[src/rtl/arf_sequencer.sv]
// rtl/arf_sequencer.sv - address register file micro-op sequencer
// Expands one accepted command into up to three Moore control words for the PC/AR/SP file and memory.
module arf_sequencer (
  input  logic        clk,
  input  logic        rst_n,
  input  logic        cmd_valid,
  input  logic [2:0]  cmd,
  input  logic [15:0] target,
  output logic        cmd_ready,
  output logic        done,
  output logic [2:0]  arf_fun_sel,
  output logic [2:0]  arf_reg_sel,
  output logic [1:0]  arf_out_c_sel,
  output logic [1:0]  arf_out_d_sel,
  output logic        arf_i_sel,
  output logic        mem_cs,
  output logic        mem_wr,
  output logic [15:0] arf_target
);

  typedef enum logic [1:0] {IDLE = 2'd0, E1 = 2'd1, E2 = 2'd2, E3 = 2'd3} state_t;

  localparam logic [2:0] OP_FETCH = 3'b001;
  localparam logic [2:0] OP_JUMP  = 3'b010;
  localparam logic [2:0] OP_PUSH  = 3'b011;
  localparam logic [2:0] OP_POP   = 3'b100;
  localparam logic [2:0] OP_CALL  = 3'b101;
  localparam logic [2:0] OP_RET   = 3'b110;
  localparam logic [2:0] OP_LDAR  = 3'b111;

  localparam logic [2:0] FUN_DEC  = 3'b000;
  localparam logic [2:0] FUN_INC  = 3'b001;
  localparam logic [2:0] FUN_LOAD = 3'b010;

  localparam logic [2:0] EN_NONE = 3'b111;
  localparam logic [2:0] EN_PC   = 3'b011;
  localparam logic [2:0] EN_AR   = 3'b101;
  localparam logic [2:0] EN_SP   = 3'b110;

  localparam logic [1:0] SEL_PC = 2'b00;
  localparam logic [1:0] SEL_AR = 2'b10;
  localparam logic [1:0] SEL_SP = 2'b11;

  state_t      state_q, state_d;
  logic [2:0]  cmd_q, cmd_d;
  logic [15:0] target_q, target_d;
  logic [1:0]  cmd_len;
  logic        last_step;

  always_ff @(posedge clk or negedge rst_n) begin
    if (!rst_n) begin
      state_q  <= IDLE;
      cmd_q    <= 3'b000;
      target_q <= 16'h0000;
    end else begin
      state_q  <= state_d;
      cmd_q    <= cmd_d;
      target_q <= target_d;
    end
  end

  // Enum values double as the step number, so the last step is where state equals length.
  always_comb begin
    case (cmd_q)
      OP_FETCH, OP_PUSH, OP_POP, OP_RET: cmd_len = 2'd2;
      OP_CALL:                           cmd_len = 2'd3;
      default:                           cmd_len = 2'd1;
    endcase
    last_step = (state_q != IDLE) && (state_q == state_t'(cmd_len));
  end

  always_comb begin
    state_d  = state_q;
    cmd_d    = cmd_q;
    target_d = target_q;
    case (state_q)
      IDLE: begin
        if (cmd_valid) begin
          state_d  = E1;
          cmd_d    = cmd;
          target_d = target;
        end
      end
      E1:      state_d = last_step ? IDLE : E2;
      E2:      state_d = last_step ? IDLE : E3;
      default: state_d = IDLE;
    endcase
  end

  always_comb begin
    arf_reg_sel   = EN_NONE;
    arf_fun_sel   = FUN_DEC;
    arf_out_c_sel = SEL_PC;
    arf_out_d_sel = SEL_PC;
    arf_i_sel     = 1'b0;
    mem_cs        = 1'b1;
    mem_wr        = 1'b0;
    if (state_q != IDLE) begin
      case (cmd_q)
        OP_FETCH: begin
          if (state_q == E1) begin
            mem_cs = 1'b0;
          end else if (state_q == E2) begin
            arf_reg_sel = EN_PC;
            arf_fun_sel = FUN_INC;
          end
        end
        OP_JUMP: begin
          arf_reg_sel = EN_PC;
          arf_fun_sel = FUN_LOAD;
        end
        OP_LDAR: begin
          arf_reg_sel = EN_AR;
          arf_fun_sel = FUN_LOAD;
        end
        OP_PUSH, OP_CALL: begin
          if (state_q == E1) begin
            arf_reg_sel = EN_SP;
          end else if (state_q == E2) begin
            arf_out_d_sel = SEL_SP;
            arf_out_c_sel = (cmd_q == OP_PUSH) ? SEL_AR : SEL_PC;
            mem_cs        = 1'b0;
            mem_wr        = 1'b1;
          end else if (cmd_q == OP_CALL) begin
            arf_reg_sel = EN_PC;
            arf_fun_sel = FUN_LOAD;
          end
        end
        OP_POP, OP_RET: begin
          if (state_q == E1) begin
            arf_out_d_sel = SEL_SP;
            mem_cs        = 1'b0;
            if (cmd_q == OP_RET) begin
              arf_reg_sel = EN_PC;
              arf_fun_sel = FUN_LOAD;
              arf_i_sel   = 1'b1;
            end
          end else if (state_q == E2) begin
            arf_reg_sel = EN_SP;
            arf_fun_sel = FUN_INC;
          end
        end
        default: ;
      endcase
    end
  end

  assign done       = last_step;
  assign cmd_ready  = (state_q == IDLE);
  assign arf_target = target_q;

endmodule

[config.mk]
export PLATFORM = sky130hd
export DESIGN_NAME = arf_sequencer
export DESIGN_NICKNAME = d
export VERILOG_FILES = /design/src/rtl/arf_sequencer.sv
export SDC_FILE = /design/constraint.sdc
export NUM_CORES = 1
export LEC_CHECK = 0
export ABC_AREA = 1
export CORE_ASPECT_RATIO = 1.4
export CORE_MARGIN = 2
export CORE_UTILIZATION = 35
export CTS_CLUSTER_DIAMETER = 150
export CTS_CLUSTER_SIZE = 16
export DETAILED_ROUTE_END_ITERATION = 10
export PLACE_DENSITY = 0.68
export REMOVE_ABC_BUFFERS = 1
export SYNTH_ARGS = -nofsm -noshare
export SYNTH_HDL_FRONTEND = slang
export SYNTH_SLANG_ARGS = --single-unit
[constraint.sdc]
create_clock -name clk -period 1.3 [get_ports clk]
set_clock_uncertainty 0.05 [all_clocks]
set_input_delay 0.195 -clock clk [delete_from_list [all_inputs] [get_ports clk]]
set_output_delay 0.195 -clock clk [all_outputs]
set_load 0.005 [all_outputs]
==> flow_metrics.env <==
export IMPL_status="finished with violations"
export IMPL_violations="setup timing"
export IMPL_die_h_um=71.8
export IMPL_ys_ff_latch=21
export IMPL_synth_top_family_by_area="multiplexers"
export IMPL_insertion_delay_ps=250
export IMPL_via_count=1258
export IMPL_dieArea_um2=3770
export IMPL_power_frac_clock=0.062
export IMPL_ys_seq_area_frac=0.457
export IMPL_worst_ep_required_time_ps=1050
export IMPL_final_antenna_net_count=0
export IMPL_row_count=24
export IMPL_h_tree_depth=1
export IMPL_wire_per_inst_um=16.2
export IMPL_ys_top_cells_by_area="dfrtp_1 46%, mux2_4 17%, nor2_1 4.6%"
export IMPL_ios=53
export IMPL_p_comb_frac=0.749
export IMPL_start_util=0.368
export IMPL_dp_hpwl_mm=2.14
export IMPL_tns_ps=-9230
export IMPL_tightest_slew_ps=769
export IMPL_setup_viol=34
export IMPL_synth_top_area_frac=0.457
export IMPL_finalNetCount=241
export IMPL_fillCellCount=194
export IMPL_portBuffers=50
export IMPL_gp_congestion=0.898
export IMPL_yosys_warnings=0
export IMPL_swShare=0.393
export IMPL_core_area_um2=3120
export IMPL_netlist_instances=109
export IMPL_slew_violations=0
export IMPL_p_leak_nw=1.17
export IMPL_netlist_area_um2=1150
export IMPL_hold_class="in2async"
export IMPL_drt_pass1_iter_count=4
export IMPL_layout_common_cells="31 x buf_4, 24 x buf_6, 20 x clkdlybuf4s50_1"
export IMPL_synth_mux_area_frac=0.199
export IMPL_area_growth_pct=112
export IMPL_layoutNonFillerInstCount=257
export IMPL_synthSimpleGateAreaFrac=0.169
export IMPL_crit_path_top_delay_cell="dfrtp_2"
export IMPL_fin_crit_ps=1870
export IMPL_finalCritPeriodShare=1.44
export IMPL_drive_above_1_share=0.647
export IMPL_slowest_delay_ps=450
export IMPL_synth_compound_gate_area_share=0.0718
export IMPL_cts_buffers=3
export IMPL_max_vdd_ir_drop_uv=1520
export IMPL_fmax_mhz=535
export IMPL_layout_commonest_cell="buf_4"
export IMPL_die_width_um=52.4
export IMPL_rsz0062_at_grt="true"
export IMPL_yosys_area_top_type="dfrtp_1"
export IMPL_grt_max_degree=22
export IMPL_drt_drc_violations_left=0
export IMPL_holdBufCountCts=0
export IMPL_relSlewSlack=0.486
export IMPL_start_kind="flop"
export IMPL_critPathArrivalTime_ps=1620
export IMPL_drtIter0Drc=23
export IMPL_clockRootBuffer="clkbuf_8"
export IMPL_synth_distinct_cells=23
export IMPL_crit_path_max_fanout=4
export IMPL_antenna_found_initial=0
export IMPL_wirelength_mm=4.17
export IMPL_crit_type="reg2out"
export IMPL_synth_xor_area_share=0.0152
export IMPL_yosys_area_share_adder=0
export IMPL_overflow=0
export IMPL_antenna_cells=0
export IMPL_seq_power_share=0.189
export IMPL_grt_pass1_vias=1376
export IMPL_avgSynthCellArea_um2=10.5
export IMPL_grt_total_usage=0.213
export IMPL_worstPathCellList="buf_6, nor2_4, nand2_2, nand2_4, nor2_4, buf_6, o211ai_1, buf_2"
export IMPL_cts_tree="done"
export IMPL_p_int_mw=3.99
export IMPL_maxCapViolCount=0
export IMPL_vias_per_cell=4.89
export IMPL_dpl_cell_count=219
export IMPL_clockBufferDepth=2
export IMPL_cts_num_sinks=21
export IMPL_switching_power_mw=2.59
export IMPL_hold_viol_final=0
export IMPL_cp_end_kind="primary output"
export IMPL_pwr_density_cell_nw_per_um2=2700
export IMPL_grt_pass1_wl_mm=6.04
export IMPL_cts_clk_slew_worst_paths_ps=70
export IMPL_fin_ws_ps=-569
## metrics by stage
stage | power, mW | area (um^2) | hold slack, ps | setup WS [ps] | util
after floorplan | 2.59 | 1110 | -151 | -23.9 | -
after global placement | 4.33 | 1850 | 440 | -515 | 0.591
after detailed placement | 4.40 | 1850 | 444 | -571 | 0.591
after CTS | 5.77 | 2250 | 230 | -495 | 0.721
after global routing | 6.93 | 2440 | 271 | -646 | 0.781
final | 6.58 | 2440 | 226 | -569 | 0.781
## timing repair
action                     in CTS  in global routing
gates cloned                    2                  1
pin swaps                      24                 18
gates resized for setup       125                 35
setup endpoints to repair      50                 34
setup buffers                  31                  6
## cell type report
cell class                      instances  area [um^2]  area share
Timing Repair Buffer                  106          966       0.396
Multi-Input combinational cell         73          791       0.324
Sequential cell                        21          528       0.217
Clock buffer                            4         45.0      0.0185
Tap cell                               39         48.8      0.0200
Inverter                               14         60.1      0.0246
## registers in the layout (all words and copies together) (netlist names)
signal / cells
cmd_q: 3
arf_target: 16
state_q: 2
## power groups by stage
stage          combinational, mW  clock, mW  sequential [mW]
2_1_floorplan               1.35          0             1.24
3_3_place_gp                3.11          0             1.21
3_5_place_dp                3.19          0             1.21
4_1_cts                     4.14      0.418             1.21
5_1_grt                     5.20      0.447             1.28
6_report                    4.93      0.409             1.25
## synth_stat cells
master and n:
a21oi_1 4, buf_4 3, buf_6 2, conb_1 1, dfrtp_1 21, inv_1 10
inv_2 4, mux2_2 3, mux2_4 13, nand2_1 13, nand2_2 1, nand2_4 2
nand3_1 3, nand3_2 2, nor2_1 14, nor2_2 1, nor2_4 2, o2111ai_1 1
o211ai_1 4, o21ai_2 1, o221ai_1 1, o22ai_1 1, xor2_1 2
## metal layers
| metal | part of all wire | routed length (um) | vias to the layer above | track usage |
|---|---|---|---|---|
| met5 | 0 | 0 | - | 0 |
| li1 | - | - | 574 | - |
| met4 | 0.043 | 181 | 0 | 0.0940 |
| met3 | 0.054 | 227 | 17 | 0.0250 |
| met1 | 0.33 | 1390 | 601 | 0.231 |
| met2 | 0.57 | 2360 | 66 | 0.396 |
## cell families after synthesis
group,after synthesis
mux,16
xor+xnor,2
other cells,1
flops,21
simple gates,38
compound gates,12
buf+inv,19
## worst paths after layout
| kind | to | from | slack [ps] | cells past startpoint |
|---|---|---|---|---|
| max | mem_cs | cmd_q[1] | -570 | 8 |
| min | arf_target[15] | rst_n | 230 | 2 |
| max reg2reg | state_q[1] | cmd_q[1] | -330 | 9 |
| min reg2reg | arf_target[14] | arf_target[14] | 460 | 1 |
| max in group asynchronous | cmd_q[0] | rst_n | 750 | 2 |
| min in group clk | arf_target[14] | arf_target[14] | 460 | 1 |
## worst max-delay path, delay by kind of cell (launching register included)
kind | cells | cell delay [ps]
compound gates | 1 | 180
buf+inv | 3 | 410
simple gates | 4 | 330
flops | 1 | 450
No activity file was read; power rests on OpenSTA's default activity.
